===== config.mk =====
export PLATFORM = sky130hd
export DESIGN_NAME = enemy_hit_detector
export DESIGN_NICKNAME = d
export VERILOG_FILES = /design/src/rtl/enemy_pkg.sv /design/src/rtl/enemy_hit_detector_bcd_score_counter.sv /design/src/rtl/enemy_hit_detector.sv
export SDC_FILE = /design/constraint.sdc
export NUM_CORES = 1
export LEC_CHECK = 0
export CORE_MARGIN = 1.5
export CORE_UTILIZATION = 48
export DETAILED_ROUTE_END_ITERATION = 12
export PLACE_DENSITY = 0.76
export SLEW_MARGIN = 20
export SYNTH_ARGS = -nofsm -noshare
export SYNTH_HDL_FRONTEND = slang
export SYNTH_HIERARCHICAL = 1
export SYNTH_SLANG_ARGS = --single-unit

===== constraint.sdc =====
create_clock -name clk -period 5.15 [get_ports clk]
set_input_delay 1.2875 -clock clk [delete_from_list [all_inputs] [get_ports clk]]
set_output_delay 1.2875 -clock clk [all_outputs]
set_load 0.005 [all_outputs]

===== src/rtl/enemy_pkg.sv =====
// Shared constants and types for the enemy plane logic and drawing path.
//   N_PLANES / COORD_W / SPRITE : plane count, coordinate width, sprite edge
//   hit_state_t                 : hit detector FSM states
//   BLACK / WHITE               : colour constants used by the drawing path
//   in_span()                   : one-axis hit-box test, widened so ex+SPRITE-1
//                                 never wraps
package enemy_pkg;

  localparam int unsigned N_PLANES = 10;
  localparam int unsigned COORD_W  = 8;
  localparam int unsigned SPRITE   = 5;
  localparam int unsigned IDX_W    = 4;

  localparam logic [IDX_W-1:0] LAST_IDX  = IDX_W'(N_PLANES - 1);
  localparam logic [15:0]      SCORE_MAX = 16'h9999;

  localparam logic [11:0] BLACK = 12'h000;
  localparam logic [11:0] WHITE = 12'hFFF;

  typedef enum logic [1:0] {
    IDLE   = 2'd0,
    SCAN   = 2'd1,
    REPORT = 2'd2
  } hit_state_t;

  // True when p lies within [lo, lo+SPRITE-1], evaluated on COORD_W+1 bits.
  function automatic logic in_span(input logic [COORD_W-1:0] lo,
                                   input logic [COORD_W-1:0] p);
    logic [COORD_W:0] lo_e;
    logic [COORD_W:0] p_e;
    lo_e = {1'b0, lo};
    p_e  = {1'b0, p};
    return (p_e >= lo_e) && (p_e <= lo_e + (COORD_W+1)'(SPRITE - 1));
  endfunction

endpackage


===== src/rtl/enemy_hit_detector_bcd_score_counter.sv =====
// bcd_score_counter: 4-digit BCD hit counter, saturating at 9999.
//   clk, reset_n : clock, synchronous active-low reset
//   inc          : add one this cycle (ignored once at SCORE_MAX)
//   count        : BCD value, digit 0 in bits [3:0]
module bcd_score_counter
  import enemy_pkg::*;
(
  input  logic        clk,
  input  logic        reset_n,
  input  logic        inc,
  output logic [15:0] count
);

  logic [15:0] next_count;
  logic        carry;

  // Ripple the +1 through the digits; a digit at 9 wraps to 0 and passes carry.
  always_comb begin
    next_count = count;
    carry      = 1'b1;
    for (int unsigned d = 0; d < 4; d++) begin
      if (carry) begin
        if (count[d*4 +: 4] == 4'd9) begin
          next_count[d*4 +: 4] = 4'd0;
        end else begin
          next_count[d*4 +: 4] = count[d*4 +: 4] + 4'd1;
          carry                = 1'b0;
        end
      end
    end
  end

  always_ff @(posedge clk) begin
    if (!reset_n) begin
      count <= '0;
    end else if (inc && (count != SCORE_MAX)) begin
      count <= next_count;
    end
  end

endmodule


===== src/rtl/enemy_hit_detector.sv =====
// enemy_hit_detector: tests a player bullet against every enemy plane, one
// plane per cycle, and pulses `destroyed` for the lowest-indexed plane hit.
//   clk, reset_n           : clock, synchronous active-low reset
//   check_req              : start a test (accepted only when idle)
//   bullet_x, bullet_y     : bullet position, captured on acceptance
//   enemy_x, enemy_y       : packed plane positions, plane k at [k*COORD_W +: COORD_W]
//   enemy_active           : per-plane enable
//   busy                   : scan or report in progress
//   done, hit, hit_idx     : one-cycle result
//   destroyed              : one-hot pulse to the hit plane
//   score                  : BCD hit count
// Optional macro ENEMY_SCORE_EN enables the score counter; otherwise score is 0.
module enemy_hit_detector
  import enemy_pkg::*;
(
  input  logic                         clk,
  input  logic                         reset_n,
  input  logic                         check_req,
  input  logic [COORD_W-1:0]           bullet_x,
  input  logic [COORD_W-1:0]           bullet_y,
  input  logic [N_PLANES*COORD_W-1:0]  enemy_x,
  input  logic [N_PLANES*COORD_W-1:0]  enemy_y,
  input  logic [N_PLANES-1:0]          enemy_active,
  output logic                         busy,
  output logic                         done,
  output logic                         hit,
  output logic [IDX_W-1:0]             hit_idx,
  output logic [N_PLANES-1:0]          destroyed,
  output logic [15:0]                  score
);

  hit_state_t                  state;
  logic [IDX_W-1:0]            k;
  logic [COORD_W-1:0]          snap_bx;
  logic [COORD_W-1:0]          snap_by;
  logic [N_PLANES*COORD_W-1:0] snap_x;
  logic [N_PLANES*COORD_W-1:0] snap_y;
  logic [N_PLANES-1:0]         snap_active;

  logic [COORD_W-1:0]          cur_x;
  logic [COORD_W-1:0]          cur_y;
  logic                        plane_match;

  always_comb begin
    cur_x       = snap_x[k*COORD_W +: COORD_W];
    cur_y       = snap_y[k*COORD_W +: COORD_W];
    plane_match = snap_active[k] && in_span(cur_x, snap_bx) && in_span(cur_y, snap_by);
  end

  // Result outputs are loaded on the SCAN->REPORT edge so they are valid for
  // exactly the REPORT cycle, then cleared on the way back to IDLE.
  always_ff @(posedge clk) begin
    if (!reset_n) begin
      state       <= IDLE;
      k           <= '0;
      snap_bx     <= '0;
      snap_by     <= '0;
      snap_x      <= '0;
      snap_y      <= '0;
      snap_active <= '0;
      busy        <= 1'b0;
      done        <= 1'b0;
      hit         <= 1'b0;
      hit_idx     <= '0;
      destroyed   <= '0;
    end else begin
      case (state)
        IDLE: begin
          done      <= 1'b0;
          hit       <= 1'b0;
          destroyed <= '0;
          if (check_req) begin
            snap_bx     <= bullet_x;
            snap_by     <= bullet_y;
            snap_x      <= enemy_x;
            snap_y      <= enemy_y;
            snap_active <= enemy_active;
            k           <= '0;
            busy        <= 1'b1;
            state       <= SCAN;
          end
        end
        SCAN: begin
          if (plane_match) begin
            hit_idx   <= k;
            hit       <= 1'b1;
            done      <= 1'b1;
            destroyed <= {{(N_PLANES-1){1'b0}}, 1'b1} << k;
            state     <= REPORT;
          end else if (k == LAST_IDX) begin
            hit       <= 1'b0;
            done      <= 1'b1;
            destroyed <= '0;
            state     <= REPORT;
          end else begin
            k <= k + 1'b1;
          end
        end
        REPORT: begin
          done      <= 1'b0;
          hit       <= 1'b0;
          destroyed <= '0;
          busy      <= 1'b0;
          state     <= IDLE;
        end
        default: begin
          state <= IDLE;
        end
      endcase
    end
  end

`ifdef ENEMY_SCORE_EN
  bcd_score_counter u_score (
    .clk     (clk),
    .reset_n (reset_n),
    .inc     (done && hit),
    .count   (score)
  );
`else
  assign score = '0;
`endif

endmodule


After elaboration in Yosys (flattened, before gate mapping)
Index checks and enable logic that the tools add are counted.
Storage, ports and cells
  flip-flop bits (word level): 209
  output and inout bits: 33
Operators by class
  add/subtract/negate cells: 3
  order comparisons: 5
  equal/unequal tests: 7
  shifts and indexed selects: 3
  muxes and demuxes: 21
  reduce and logical (&&, ||, !) cells: 15
Operators with widths (count)
  variable part select 80 x 8 -> 8 bit: 2
  two-way mux 10 bit: 2
  case mux 10 bit (2 select lines): 1
  adder 8 x 3 -> 9 bit (second input constant): 2
  <= comparator 8 x 9 -> 1 bit: 2
  greater-or-equal comparator 8 bit: 2
  two-way mux 4 bit: 3
  AND reduction 2 bit: 5
  << shifter 1 x 4 -> 10 bit (first input constant): 1
  case mux 4 bit (2 select lines): 1
  two-way mux 1 bit: 6
  two-way mux 2 bit: 3
  != test 2 bit (second input constant): 3
  case mux 1 bit (2 select lines): 3
  nonzero test 2 bit: 3
  less-than comparator 4 x 5 -> 1 bit (second input constant): 1
  adder 4 x 1 -> 4 bit (second input constant): 1
  binary-select mux 1 bit (select 4 bit): 1
  equality test 4 bit (second input constant): 1
  logical AND 1 bit: 4
  case mux 2 bit (2 select lines): 1
  AND reduction 4 bit: 1
  != test 3 bit (second input constant): 1
  equality test 2 x 1 -> 1 bit (second input constant): 1
  other kinds (3): 3

Depth between registers and ports, before layout
  word-level depth: 8
  gate-level depth with buffers: 21
  gate-level depth less buffers: 16

Worst setup path before layout
OpenSTA, ideal clock, no wires.
  path type: reg-to-reg
  from: register k[0]
  to: register destroyed[8]
  setup time: 77 ps
  arrival: 3819 ps
  required time: 5073 ps
  path slack: 1254 ps
  stages on the path, launching flop included: 20
  period minus slack after synthesis: 3896 ps
  cell sequence: dfxtp_1 -> buf_6 -> buf_6 -> buf_6 -> buf_6 -> buf_6 -> buf_2 -> mux4_2 -> mux2i_1 -> o22ai_1 -> ha_1 -> nor3b_1 -> o21ai_0 -> a221oi_1 -> a221oi_1 -> o2111a_1 -> buf_6 -> o31a_1 -> buf_2 -> o22ai_1
Between the ends
  cells in the longest elaborated chain, start to end: 8
  elaborated cells between the ends (all ways): 20
  classes of those cells: add/sub (2); order compare (4); eq/ne (2); shift (3); mux (4); reduce/logical (5)
Ends and longest elaborated chain
  start, declared: RTL line enemy_hit_detector.sv:33  | logic [IDX_W-1:0] k;
  start signal, assigned: RTL line enemy_hit_detector.sv:96  | k <= k + 1'b1;
  variable part select 80 x 8 -> 8 bit: RTL line enemy_hit_detector.sv:45  | cur_x = snap_x[k*COORD_W +: COORD_W];
  adder 8 x 3 -> 9 bit: RTL line enemy_pkg.sv:33  | return (p_e >= lo_e) && (p_e <= lo_e + (COORD_W+1)'(SPRITE - 1));
  <= comparator 8 x 9 -> 1 bit: RTL line enemy_pkg.sv:33
  logical AND 1 bit: RTL line enemy_pkg.sv:33
  logical AND 1 bit (2 in a row): RTL line enemy_hit_detector.sv:47  | plane_match = snap_active[k] && in_span(cur_x, snap_bx) && in_span(cur_y, snap_by);
  two-way mux 10 bit or != test 3 bit (tied branches)
  case mux 10 bit (2 select lines) or AND reduction 2 bit (tied branches)
  end signal, assigned: RTL line enemy_hit_detector.sv:88  | destroyed <= {{(N_PLANES-1){1'b0}}, 1'b1} << k;
  end, declared: RTL line enemy_hit_detector.sv:28  | output logic [N_PLANES-1:0] destroyed,
Several ways; a longest one is shown, not always the timed one. The select of a mux whose other input is x is not followed.
A chain may end at the register's enable or synchronous reset.

Final worst setup path
  from: register k[0]
  to: register destroyed[5]
Same word-level chain as after synthesis.

==> results by group <==
Timing
  – Worst Tran Pin Value: 0.7784 ns
  – Final period util: 0.8626
  – Final Hold Slack: 0.4633 ns
  – Max Transition Viols Final: 0
  – Count of final hold-check violations: 0
  – Max-Slew Margin vs Limit: 0.4811
  – RSZ-0062 raised after global routing: false
  – Endpoints failing setup: 0
  – Final worst slack: 0.7076 ns
  – Min cycle time layout: 4.442 ns
  – Fin Clk Skew: 0.02287 ns
  – Max Fclk: 225.1 MHz
  – Final TNS setup: 0 ns

Logic synthesis
  – Yosys Warn Count: 6
  – Fraction of registers with async set/reset: 0
  – Synth unique cells: 55
  – Top_reg_cell synth: dfxtp_1
  – Yosys reg bits: 209
  – Synth area leaders: dfxtp_1 41%, nand2_1 15%, a21boi_0 14%
  – Register area share after synthesis: 0.4115
  – Syn Area/Cell: 8.632 um2
  – Yosys top cell area share: 0.4115
  – Cells after Synth: 1,178
  – Post-synth EDFFs: 0
  – Cell taking the most area after synthesis: dfxtp_1
  – Synthesized area: 0.01017 mm2

Worst setup path
  – CP arrival: 4.85 ns
  – CP Class: flip-flop to flip-flop
  – WP buf/inv: 0
  – Critical path startpoint category: flip-flop
  – Critical path's slowest cell: dfxtp_4
  – Critical path fanouts, max: 40
  – Crit path max-delay family: simple AND/OR/NAND/NOR gates
  – CP Data Required Time: 5.56 ns
  – Critical Path Max Stage Delay: 0.81 ns
  – Crit end category: flip-flop
  – Worst-path cell chain: or3b_1 > o22ai_1 > a211oi_2 > or3_1 > nor3_1 > xor2_1 > ha_1 > nand4b_1 > o22a_1 > o211ai_1 > o2111a_1 > nand4_1 > o32ai_1
  – R2R setup slack: 0.71 ns

Clock tree
  – Clock Latency Late Sink: 0.52 ns
  – Setup Buffers After CTS: 0
  – CTS clock-pin slew for the worst setup and hold paths: 0.06 ns
  – Root buf cell: clkbuf_16
  – CTS tree: done
  – Clock H-tree levels: 1
  – Sink Count: 209
  – CTS buffer count: 22
  – # hold bufs at CTS: 0
  – CTS resizes: 0
  – Clock Path Buffers: 3

GRT
  – GRT Total Usage: 0.2433
  – Vias in the first global route: 8,120
  – Largest net degree at the start of global routing: 95
  – Initial antenna violation count: 0
  – First-pass GRT wire length: 42,590 um
  – GRT overflow: 0

Placed design
  – I/O Buffers: 205
  – DPL Wire Length: 19,660 um
  – Post-Place Setup Slack: 0.7811 ns
  – Inst Count DP: 1,584
  – GPL Wtd Cong: 0.8427
  – Dpl cell area: 0.01224 mm2

Final layout
  – Fin util: 0.6196
  – N_diodes: 0
  – Layout cells sized above 1: 0.06375
  – Post-Layout Cell Count: 1,624
  – Number of fill cells: 1,798
  – Syn-to-layout area delta: 27.29%
  – Nets: 1,558
  – Cell area after layout: 0.01294 mm2

Detailed routing
  – Final WL: 26,970 um
  – DR WL/cell: 16.61 um
  – Via count: 8,533
  – Via/cell ratio: 5.254
  – DR pass1 iterations: 5
  – Residual DRC: 0
  – DR iter-0 viols: 565
  – Antenna-violating nets left: 0

Floorplan
  – Io pins: 222
  – Die area: 0.02207 mm2
  – Die Span Y: 148.6 um
  – CORE AREA: 0.02089 mm2
  – Initial core utilization: 0.4868
  – Chip width: 148.6 um
  – Site row count: 53

Outcome
  – Status: finished clean

Pwr
  – Power Total: 3.910 mW
  – Pwr Density: 302.0 mW/mm2
  – Leakage: 4.836 nW
  – VDD IR max: 0.2036 mV

Flow run
  – Max-cap violation count: 0

Min path
  – HP Class: flip-flop to flip-flop
==> flip-flops by register name (all words and copies together), names as in the netlist, 2 cells and up <==
signal	flops
snap_x	80
snap_y	80
destroyed	10
snap_active	10
snap_bx	8
snap_by	8
hit_idx	4
k	4
state	2
==> power by group <==
group | switching, mW | total, mW | internal, mW
clock network | 0.646 | 1.51 | 0.865
registers | 0.0716 | 1.78 | 1.71
logic | 0.298 | 0.616 | 0.318
==> path summary, 6_finish.rpt <==
kind	to	cells past startpoint	startpoint
setup / recovery	destroyed[5]	13	k[0]
hold / removal	snap_x[13]	2	snap_x[13]
hold reg to reg	snap_x[13]	2	snap_x[13]
setup reg to reg	destroyed[5]	13	k[0]
==> area by class of cell <==
type,instances,area [um2],share of cell area
Multi-Input combinational cell,850,5425,0.4191
Clock inverter,9,66.31,0.005123
Tap cell,275,344.1,0.02658
Sequential cell,209,4189,0.3236
Inverter,34,127.6,0.009860
Clock buffer,31,634.4,0.04901
Timing Repair Buffer,216,2157,0.1667
==> layer usage <==
metal	wire [um]	part of all wire	vias up	GRT usage
met5	0	0	-	0
met4	396	0.015	0	0.04802
met3	1292	0.048	27	0.03160
met2	12650	0.47	215	0.3958
met1	12630	0.47	4032	0.3478
li1	-	-	4259	-
==> cell usage after synthesis (4+ instances only) <==
cell type / n
inv_1: 32
xnor2_1: 6
ha_1: 36
o21ai_0: 7
nand3_1: 10
buf_6: 7
nand2_1: 398
buf_2: 5
buf_4: 17
nor2b_1: 7
o211ai_1: 4
o22ai_1: 15
buf_1: 6
a21oi_1: 10
mux2i_1: 46
nor3_1: 5
nor2_1: 13
mux4_2: 27
and3_1: 4
nand4_1: 5
a21boi_0: 186
dfxtp_1: 209
o32ai_1: 6
clkbuf_1: 65
==> worst register-to-register path: cells and delay by family, from the launching register on <==
kind	cells	cell delay, ns
AOI/OAI and AO/OA	6	1.45
xor gates and xnor gates	1	0.10
and+or+nand+nor	5	1.66
adders and majority gates	1	0.30
DFF	1	0.81
==> cells by family after synthesis <==
| kind of cell | count (synthesis) | synth area share |
|---|---|---|
| compound gates | 260 | 0.1905 |
| xor+xnor | 8 | 0.006891 |
| fa+ha+maj | 36 | 0.04430 |
| buf+inv | 134 | 0.06152 |
| flops | 209 | 0.4115 |
| mux | 74 | 0.1062 |
| other cells | 1 | 0.0003688 |
| simple gates | 456 | 0.1788 |
==> cell usage in the layout (no fill, tap or decap), types with 5 or more instances in the layout <==
cell type | netlist | routed
clkinv_2 | 0 | 5
dfxtp_1 | 209 | 207
nand4_1 | 5 | 5
clkdlybuf4s50_1 | 0 | 204
nand3_1 | 10 | 10
o22ai_1 | 15 | 15
nand2_1 | 398 | 397
clkbuf_16 | 0 | 22
ha_1 | 36 | 36
buf_4 | 17 | 10
clkbuf_8 | 0 | 5
o32ai_1 | 6 | 6
mux2i_1 | 46 | 46
conb_1 | 1 | 16
a21boi_0 | 186 | 186
xnor2_1 | 6 | 6
inv_1 | 32 | 32
o21ai_0 | 7 | 7
nor2b_1 | 7 | 7
nor3_1 | 5 | 5
a21oi_1 | 10 | 10
mux4_2 | 27 | 27
nor2_1 | 13 | 13
Power figures use the tool's default switching activity.
